`config.mk`:
```
export PLATFORM = sky130hd
export DESIGN_NAME = regfile_preloader
export DESIGN_NICKNAME = d
export VERILOG_FILES = /design/src/rtl/regfile_preloader_pkg.sv /design/src/rtl/regfile_preloader.sv
export SDC_FILE = /design/constraint.sdc
export NUM_CORES = 1
export LEC_CHECK = 0
export ABC_AREA = 0
export BUFFER_PORTS_ARGS = -buffer_cell sky130_fd_sc_hd__buf_2
export CAP_MARGIN = 20
export CORE_MARGIN = 10
export CORE_UTILIZATION = 44
export DETAILED_ROUTE_END_ITERATION = 7
export PLACE_DENSITY = 0.75
export SYNTH_ARGS = -nofsm -noshare
export SYNTH_HDL_FRONTEND = slang
export SYNTH_SLANG_ARGS = --single-unit
export TNS_END_PERCENT = 5
```
`constraint.sdc`:
```
create_clock -name clock -period 1.75 [get_ports clock]
set_input_delay 0.2625 -clock clock [delete_from_list [all_inputs] [get_ports clock]]
set_output_delay 0.2625 -clock clock [all_outputs]
set_load 0.05 [all_outputs]
```
`src/rtl/regfile_preloader_pkg.sv`:
```
// Shared definitions for the regfile preloader: FSM state encoding and register index width.
package regfile_preloader_pkg;

  localparam int REG_IDX_W = 5;

  typedef enum logic [2:0] {
    S_IDLE    = 3'd0,
    S_CLEAR   = 3'd1,
    S_LOAD    = 3'd2,
    S_DRAIN   = 3'd3,
    S_RELEASE = 3'd4
  } state_t;

endpackage

```
`src/rtl/regfile_preloader.sv`:
```
// Bring-up writer: holds the CPU in reset, clears the regfile, streams initial register
// values through the hijacked write port, then releases the CPU.
module regfile_preloader
  import regfile_preloader_pkg::*;
#(
  parameter int DATA_WIDTH   = 32,
  parameter int NUM_REGS     = 32,
  parameter int FIRST_REG    = 1,
  parameter int CLEAR_CYCLES = 2
) (
  input  logic                  clock,
  input  logic                  reset_n,
  input  logic                  start,
  input  logic                  in_valid,
  output logic                  in_ready,
  input  logic [DATA_WIDTH-1:0] in_data,
  input  logic                  in_last,
  output logic                  rf_sel,
  output logic                  rf_we,
  output logic [REG_IDX_W-1:0]  rf_waddr,
  output logic [DATA_WIDTH-1:0] rf_wdata,
  output logic                  rf_reset,
  output logic                  proc_reset,
  output logic                  busy,
  output logic                  done,
  output logic                  error
);

  localparam int CNT_W = (CLEAR_CYCLES > 1) ? $clog2(CLEAR_CYCLES) : 1;
  localparam logic [CNT_W-1:0]     CLEAR_LAST = CNT_W'(CLEAR_CYCLES - 1);
  localparam logic [REG_IDX_W-1:0] FIRST_IDX  = REG_IDX_W'(FIRST_REG);
  localparam logic [REG_IDX_W-1:0] LAST_IDX   = REG_IDX_W'(NUM_REGS - 1);

  state_t               state;
  logic [CNT_W-1:0]     clear_cnt;
  logic [REG_IDX_W-1:0] idx;
  logic                 handshake;

  assign handshake = in_valid & in_ready;

  // Single FSM block; every output is a register updated on the transition into its state.
  always_ff @(posedge clock or negedge reset_n) begin
    if (!reset_n) begin
      state      <= S_IDLE;
      clear_cnt  <= '0;
      idx        <= '0;
      in_ready   <= 1'b0;
      rf_sel     <= 1'b0;
      rf_we      <= 1'b0;
      rf_waddr   <= '0;
      rf_wdata   <= '0;
      rf_reset   <= 1'b0;
      proc_reset <= 1'b1;
      busy       <= 1'b0;
      done       <= 1'b0;
      error      <= 1'b0;
    end else begin
      rf_we <= 1'b0;
      case (state)
        S_IDLE: begin
          if (start) begin
            state      <= S_CLEAR;
            clear_cnt  <= '0;
            idx        <= FIRST_IDX;
            done       <= 1'b0;
            error      <= 1'b0;
            busy       <= 1'b1;
            rf_sel     <= 1'b1;
            rf_reset   <= 1'b1;
            proc_reset <= 1'b1;
          end
        end
        S_CLEAR: begin
          if (clear_cnt == CLEAR_LAST) begin
            state    <= S_LOAD;
            rf_reset <= 1'b0;
            in_ready <= 1'b1;
          end else begin
            clear_cnt <= clear_cnt + 1'b1;
          end
        end
        S_LOAD: begin
          if (handshake) begin
            rf_we    <= 1'b1;
            rf_waddr <= idx;
            rf_wdata <= in_data;
            // Running out of registers closes the session; idx is left at the top, never wrapped.
            if (in_last || (idx == LAST_IDX)) begin
              state    <= S_DRAIN;
              in_ready <= 1'b0;
              error    <= ~in_last;
            end else begin
              idx <= idx + 1'b1;
            end
          end
        end
        S_DRAIN: begin
          state      <= S_RELEASE;
          rf_sel     <= 1'b0;
          proc_reset <= 1'b0;
          busy       <= 1'b0;
          done       <= 1'b1;
        end
        S_RELEASE: begin
          state <= S_IDLE;
        end
        default: begin
          state <= S_IDLE;
        end
      endcase
    end
  end

endmodule
```
# Word-level counts from Yosys, hierarchy flattened
# Cells that the tools add are included.
[totals]
regBits = 53
latch_bits = 0
mem_bits_rw = 0
mem_bits_ro = 0
out_inout_bits = 45
word_cells = 65
mem_count = 0
[classes]
n_addsub = 2
multipliers = 0
div_mod_pow = 0
magnitude_cmp = 0
n_eq_ne = 9
shift = 0
mux = 26
bitwise_logic = 2
n_reduce_logical = 14
[ops]
columns = ["cell", "count"]
rows = [
  ["4-bit AND reduction", 4],
  ["5-bit 2-to-1 mux", 3],
  ["3-bit 2-to-1 mux", 4],
  ["1-bit one-hot mux with 2 select lines", 6],
  ["3-bit one-hot mux with 4 select lines", 1],
  ["1-bit 2-to-1 mux", 11],
  ["2-bit != test (second input constant)", 5],
  ["5-bit one-hot mux with 2 select lines", 1],
  ["2-bit nonzero test", 4],
  ["3-bit by 2-bit equality test with 1-bit output (second input constant)", 2],
  ["2-bit AND reduction", 3],
  ["5-bit by 1-bit adder with 5-bit output (second input constant)", 1],
  ["5-bit equality test (second input constant)", 1],
  ["3-bit by 1-bit equality test with 1-bit output (second input constant)", 1],
  ["3-bit logical NOT", 1],
  ["3-bit AND reduction", 1],
  ["1-bit adder (second input constant)", 1],
  ["1-bit bitwise AND", 1],
  ["1-bit logical OR", 1],
  ["1-bit inverter", 1],
]

# Longest topological paths before layout
# Gate-level depths: netlist of the first run.
[logic_depth]
word_depth = 5
mapped_depth = 7
mapped_depth_nobuf = 7

# Worst setup path after synthesis of the first run
# No wires, ideal clock.
[synth_path]
path_type = "reg2reg"
from = "register idx[0]"
to = "register idx[3]"
setup_time_ps = 92
arrival_ps = 1821
required_ps = 1658
path_slack_ps = -163
path_stages_with_launch = 8
n_path_buf = 0
synth_period_minus_slack_ps = 1913
path_cell_list = "dfrtp_1 ha_1 and3_1 ha_1 o21ai_0 o211ai_4 or2_1 o31ai_2"
[synth_via]
elab_chain_cells = 4
elab_cells_between_ends = 8
classes_between = "add/sub: 1; eq/ne: 2; mux: 3; reduce/logical: 2"
[synth_lines]
columns = ["element", "line_no", "rtl"]
rows = [
  ["start: declaration", "regfile_preloader.sv:36", "logic [REG_IDX_W-1:0] idx;"],
  ["start signal: assignment", "regfile_preloader.sv:93", "idx <= idx + 1'b1;"],
  ["5-bit by 1-bit adder with 5-bit output or 5-bit equality test (tied branches)", "regfile_preloader.sv:93, regfile_preloader.sv:88", ""],
  ["5-bit 2-to-1 mux or 1-bit logical OR (tied branches)", "regfile_preloader.sv:88", "if (in_last || (idx == LAST_IDX)) begin"],
  ["5-bit 2-to-1 mux or 2-bit != test (tied branches)", "n/a", ""],
  ["5-bit one-hot mux with 2 select lines or 4-bit AND reduction (tied branches)", "n/a", ""],
]
# Several ways; a longest one is shown, not always the timed one. The select of a mux whose other input is x is not followed.
# A chain may end at the register's enable or synchronous reset.

# Worst setup path after layout of the first run
# Ends and elaborated chain as after synthesis.

==> results.tsv, run 1 <==
metric	value	unit
cts_sinks	53	
yosysWarnings	0	
syn_inst	158	
synth_edf_count	0	
fillers	413	
place_area	2910	sq um
endpoint_kind	flop	
fin_crit_sh	0.969	
rr_endpoint	idx[3]$_DFFE_PN0P_	
max_slew.worst_pin.slew	0.445	ns
dieArea	8560	sq um
p_sw	3.15	mW
area_growth	33.0	%
grt_max_degree	29	
track_usage	0.124	
syn_nets	197	
crit_type	reg2reg	
slew_headroom	0.703	
hp-start	in_data[19]	
viasPerCell	4.77	
antenna_cells	0	
status	finished, final reports clean	
cts_tree	done	
p_seq_frac	0.313	
holdPathStages	2	
crit_arrival	1.92	ns
synth_top_area_share	0.562	
worstReg2RegStart	idx[0]$_DFFE_PN0P_	
yosysSeqAreaShare	0.574	
ios	82	
clkLatencyLatePin	0.30	ns
hold_viol	0	
drtIter0Drc	39	
clock_power_share	0.112	
setup_violations	0	
vdd_ir_drop_max	1.06	mV
dp_cells	320	
synth_area_leaders	dfrtp_1, mux2_4, mux2_2, o21ai_0, buf_12	
die_w	92.5	um
first_global_vias	1741	
cts_buffers	5	
drc	0	
ys_ff_latch	53	
power.density	2130	nW/um^2
setup_tns	0	ns
rrSetupSlack	0.05	ns
nNetsFinal	301	
synth_top_cells_by_count	dfrtp_1, mux2_4, o21ai_0	
period_minus_slack	1.70	ns
synthArstFlopShare	1.00	
antenna_found_initial	0	
hold_path_class	in2reg	
place_hpwl	4060	um
syn_area_per_cell	14.6	sq um
reg2regPathDepth	7	
ant_nets	0	
fin_skew	0.00685	ns
vias	1588	
yosys.cell_count.top_type	dfrtp_1	
cts-root-buf	clkbuf_8	
h-tree-depth	2	
final_cells	333	
start_util	0.453	
die-height	92.5	um
place.port_buffers	81	
p_sw_frac	0.481	
synth_cell_types	28	
dr.pass1.iters	4	
p_int	3.40	mW
clock.fmax	590	MHz
yosys.area.top_type	dfrtp_1	
place.gp.congestion	0.875	
layout-drive-gt1-share	0.597	
slew_violations	0	
finish.instance_area	3080	sq um
synth_flop_cell	dfrtp_1	
p_leak	1.53	nW
maxCapViolations	0	
worst-path-max-fanout	3	
hold_end	rf_wdata[19]$_DFFE_PN0P_	
core	5110	sq um
cp.required	1.97	ns
gr-total-overflow	0	
grt_pass1_wl	8690	um
wl_per_cell	15.8	um
synth_area	2310	sq um
pwr-share-comb	0.575	
routed_wl	5280	um
rsz0062_at_grt	false	
clk_pin_slew	0.09	ns
cts_buffer_depth	2	
placementRows	26	
setup.worst_path.start_class	flop	
[cell usage in the layout, fill, tap and decap left out, types with 2 or more instances in the layout]
| cell | count |
|---|---|
| a21oi_1 | 6 |
| buf_12 | 4 |
| buf_2 | 81 |
| buf_4 | 15 |
| clkbuf_8 | 7 |
| dfrtp_1 | 52 |
| inv_1 | 3 |
| mux2_2 | 9 |
| mux2_4 | 28 |
| nand2_1 | 13 |
| nand2b_1 | 2 |
| nand3_1 | 2 |
| nor2_1 | 4 |
| o21ai_0 | 11 |
| o21ai_1 | 3 |
| or2_1 | 2 |
| or2b_1 | 2 |
[final cells by class]
cell class	instances	area (sq um)	share of cell area
inverter	4	20.0	0.00650
multi-input combinational	96	922	0.300
clock buffer	7	96.3	0.0313
sequential	53	1330	0.431
tap	70	87.6	0.0285
clock inverter	1	5.00	0.00163
timing repair buffer	102	619	0.201
[logic make-up after synthesis]
kind of cell               after synthesis  synth area share
and+or+nand+nor                         32            0.0806
DFF                                     53             0.574
adders and majority gates                2            0.0108
muxes                                   37             0.226
buffers and inverters                    9            0.0411
AOI/OAI and AO/OA                       25            0.0681
[how the worst max path moves through the flow]
| stage | cells past startpoint | slack, ns | from | end |
|---|---|---|---|---|
| after floorplan | 7 | 0.003 | idx[0]$_DFFE_PN0P_ | idx[3]$_DFFE_PN0P_ |
| after global placement | 7 | 0.02 | idx[0]$_DFFE_PN0P_ | idx[3]$_DFFE_PN0P_ |
| after global routing | 7 | 0.004 | idx[1]$_DFFE_PN0P_ | idx[3]$_DFFE_PN0P_ |
| final | 7 | 0.05 | idx[0]$_DFFE_PN0P_ | idx[3]$_DFFE_PN0P_ |
| after CTS | 7 | 0.03 | idx[1]$_DFFE_PN0P_ | idx[3]$_DFFE_PN0P_ |
| after detailed placement | 7 | -0.08 | idx[0]$_DFFE_PN0P_ | idx[3]$_DFFE_PN0P_ |
[flip-flops by register name, indices dropped and copies added (netlist names)]
name / flops
rf_waddr: 5
state: 3
idx: 5
rf_reset: 1
done: 1
busy: 1
error: 1
clear_cnt: 1
proc_reset: 1
rf_we: 1
rf_wdata: 32
in_ready: 1
[worst max-delay path, stage by stage, from the launching register on]
cell,delay (ns)
dfrtp_1,0.39
ha_2,0.19
and3_4,0.15
ha_4,0.17
o21ai_4,0.14
o211ai_4,0.11
or2_1,0.28
o31ai_2,0.18
[stage by stage]
step	setup slack (ns)	hold slack [ns]	power, mW	utilization
2_1_floorplan	0.00279	-0.0331	4.86	-
3_3_place_gp	0.0155	0.215	5.71	0.569
3_5_place_dp	-0.0771	0.225	5.77	0.569
4_1_cts	0.0254	0.174	6.57	0.599
5_1_grt	0.00406	0.170	6.91	0.603
6_report	0.0545	0.189	6.55	0.603
[routing by layer]
layer | vias up | wire length (um) | GRT usage
met2 | 62 | 2400 | 0.192
li1 | 758 | - | -
met5 | - | 0 | 0
met1 | 763 | 2360 | 0.153
met4 | 0 | 34 | 0.0386
met3 | 5 | 478 | 0.0533
[power by group through the flow]
stage	combinational [mW]	sequential [mW]	clock [mW]
finish	3.77	2.05	0.735
global route	3.97	2.13	0.820
CTS	3.76	2.05	0.766
detailed placement	3.71	2.06	0
global placement	3.68	2.03	0
floorplan	1.18	3.68	0
[what timing repair did]
item	CTS	global route
hold buffers	1	0
gates cloned	0	0
buffers inserted	2	2
endpoints found under the setup margin	2	4
endpoints found under the hold margin	14	0
pin swaps	5	4
gates resized for setup	4	3
(Power assumes the default switching activity.)
==> inputs of run 2 (changes only) <==
--- a/config.mk
+++ b/config.mk
@@ -5,10 +5,10 @@
 export SDC_FILE = /design/constraint.sdc
 export NUM_CORES = 1
 export LEC_CHECK = 0
-export ABC_AREA = 0
+export ABC_AREA = 1
 export BUFFER_PORTS_ARGS = -buffer_cell sky130_fd_sc_hd__buf_2
 export CAP_MARGIN = 20
-export CORE_MARGIN = 10
+export CORE_MARGIN = 3
 export CORE_UTILIZATION = 44
 export DETAILED_ROUTE_END_ITERATION = 7
 export PLACE_DENSITY = 0.75
==> results.tsv, run 2 <==
metric	value	unit	change
placementRows	25		was 26
status	finished, final reports clean		unchanged
setup.worst_path.start_class	flop		unchanged
vias	1780		was 1588
cts_tree	done		unchanged
period_minus_slack	1.58	ns	was 1.70 ns
worstSetupStartpoint	idx[1]$_DFFE_PN0P_		was idx[0]$_DFFE_PN0P_
routed_wl	4520	um	was 5280 um
finish.instance_area	2790	sq um	was 3080 sq um
nNetsFinal	372		was 301
final_common_cell	nand2_1		was buf_2
ys_ff_latch	53		unchanged
dp_cells	390		was 320
maxCapViolations	0		unchanged
die_w	76.9	um	was 92.5 um
worstReg2RegStart	idx[1]$_DFFE_PN0P_		was idx[0]$_DFFE_PN0P_
max_slew.worst_pin.slew	0.453	ns	was 0.445 ns
slew_violations	0		unchanged
synthMuxAreaShare	0		was 0.226
crit_type	reg2reg		unchanged
antenna_cells	0		unchanged
top_register	rf_wdata		unchanged
start_util	0.462		was 0.453
cts_buffer_depth	2		unchanged
final_cell_mix	nand2_1, buf_2, dfrtp_1		was buf_2, dfrtp_1, mux2_4
wl_per_cell	11.3	um	was 15.8 um
synth-simple-area-share	0.288		was 0.0806
yosys.cell_count.top_type	nand2_1		was dfrtp_1
cts_sinks	53		unchanged
dieArea	5920	sq um	was 8560 sq um
synth_xor_area_frac	0		unchanged
rrSetupSlack	0.17	ns	was 0.05 ns
crit_arrival	1.77	ns	was 1.92 ns
clkLatencyLatePin	0.30	ns	about the same
core	4790	sq um	was 5110 sq um
ios	82		unchanged
synth_cell_types	19		was 28
endpoint_kind	flop		unchanged
syn_inst	246		was 158
synth_edf_count	0		unchanged
die-height	76.9	um	was 92.5 um
final_cells	401		was 333
yosysSeqAreaShare	0.600		was 0.574
syn_nets	285		was 197
hold_viol	0		unchanged
fin_crit_sh	0.903		was 0.969
place.gp.congestion	0.864		was 0.875
syn_area_per_cell	9.00	sq um	was 14.6 sq um
viasPerCell	4.44		was 4.77
synth_area	2210	sq um	was 2310 sq um
rsz0062_at_grt	false		unchanged
h-tree-depth	2		unchanged
vdd_ir_drop_max	0.876	mV	was 1.06 mV
drtIter0Drc	67		was 39
drc	0		unchanged
track_usage	0.169		was 0.124
synth_top_family_by_area	simple AND/OR/NAND/NOR gates		was multiplexers
place.port_buffers	81		unchanged
first_global_vias	1754		was 1741
yosys.area.top_type	dfrtp_1		unchanged
hold_path_class	in2reg		unchanged
yosysWarnings	0		unchanged
setup_tns	0	ns	unchanged
power.density	2120	nW/um^2	was 2130 nW/um^2
clk_pin_slew	0.09	ns	about the same
synth_area_leaders	dfrtp_1, nand2_1, inv_1, buf_6, o21ai_2		was dfrtp_1, mux2_4, mux2_2, o21ai_0, buf_12
fin_skew	0.00664	ns	was 0.00685 ns
place_hpwl	3310	um	was 4060 um
post-route-util	0.582		was 0.603
cts_buffers	5		unchanged
p_leak	1.63	nW	was 1.53 nW
ant_nets	0		unchanged
synth_compound_area_frac	0.0401		was 0.0681
slew_headroom	0.698		was 0.703
cts-root-buf	clkbuf_8		unchanged
synth_top_area_share	0.588		was 0.562
worst-path-max-fanout	4		was 3
cp.required	1.94	ns	was 1.97 ns
clock.fmax	633	MHz	was 590 MHz
area_growth	25.9	%	was 33.0%
synth_top_cells_by_count	nand2_1, dfrtp_1, inv_1		was dfrtp_1, mux2_4, o21ai_0
largestRegisters	rf_wdata x32, idx x5, rf_waddr x5		unchanged
place_area	2670	sq um	was 2910 sq um
timing.hold.ws	0.158	ns	was 0.189 ns
synth_flop_cell	dfrtp_1		unchanged
gr-total-overflow	0		unchanged
hp-start	in_data[4]		was in_data[19]
dr.pass1.iters	4		unchanged
largest_register_ffs	32		unchanged
grt_pass1_wl	8040	um	was 8690 um
setup_violations	0		unchanged
grt_max_degree	43		was 29
synthAdderAreaFrac	0.0113		was 0.0108
antenna_found_initial	0		unchanged
synthArstFlopShare	1.00		unchanged
layout-drive-gt1-share	0.323		was 0.597
## run 2: power breakdown
part	internal (mW)	leakage, nW	switching [mW]
clock	0.277	0.0439	0.379
sequential	1.74	0.669	0.281
combinational	0.723	0.913	2.51
total	2.74	1.63	3.17
## run 2: area by class of cell
| cell class | count | area (sq um) |
|---|---|---|
| Clock buffer | 5 | 68.8 |
| Clock inverter | 3 | 17.5 |
| Fill cell | 462 | 2000 |
| Inverter | 15 | 58.8 |
| Multi-Input combinational cell | 171 | 764 |
| Sequential cell | 53 | 1330 |
| Tap cell | 67 | 83.8 |
| Timing Repair Buffer | 87 | 465 |
## run 2: cell families after synthesis
group,count (synthesis)
buffers and inverters,23
and+or+nand+nor,154
adders and majority gates,2
DFF,53
AOI/OAI and AO/OA,14
## run 2: stage by stage
| stage | power, mW | setup WS [ns] |
|---|---|---|
| after CTS | 5.94 | 0.0870 |
| final | 5.91 | 0.170 |
| after detailed placement | 5.27 | 0.117 |
| after floorplan | 4.55 | 0.210 |
| after global placement | 5.21 | 0.159 |
| after global routing | 6.33 | 0.0177 |
## run 2: final timing paths
| kind | endpoint | cells after the start |
|---|---|---|
| worst max-delay path | idx[1]$_DFFE_PN0P_ | 8 |
| worst min-delay path | rf_wdata[4]$_DFFE_PN0P_ | 3 |
| worst max register to register | idx[1]$_DFFE_PN0P_ | 8 |
| worst min register to register | rf_wdata[1]$_DFFE_PN0P_ | 2 |
| max in group asynchronous | rf_wdata[10]$_DFFE_PN0P_ | 3 |
| min in group asynchronous | rf_wdata[27]$_DFFE_PN0P_ | 2 |
## run 2: worst max-delay path, stage by stage, from the launching register on
cell	delay (ns)
dfrtp_1	0.42
ha_1	0.20
nand2_1	0.08
nor2_1	0.04
ha_1	0.19
nor2_2	0.14
o21ai_2	0.10
nor2_2	0.22
o21ai_1	0.09
## run 2: what timing repair did
action	4_1_cts	5_1_grt
buffers inserted	0	1
endpoints found under the setup margin	0	6
hold buffers	1	0
resized for setup	0	2
hold endpoints to repair	17	0
## run 2: metal layers
metal	vias to the layer above	wire length, um	global-route usage
met1	807	2080	0.206
li1	926	-	-
met5	-	0	0
met3	2	262	0.0423
met2	45	2150	0.294
met4	0	23	0.0489
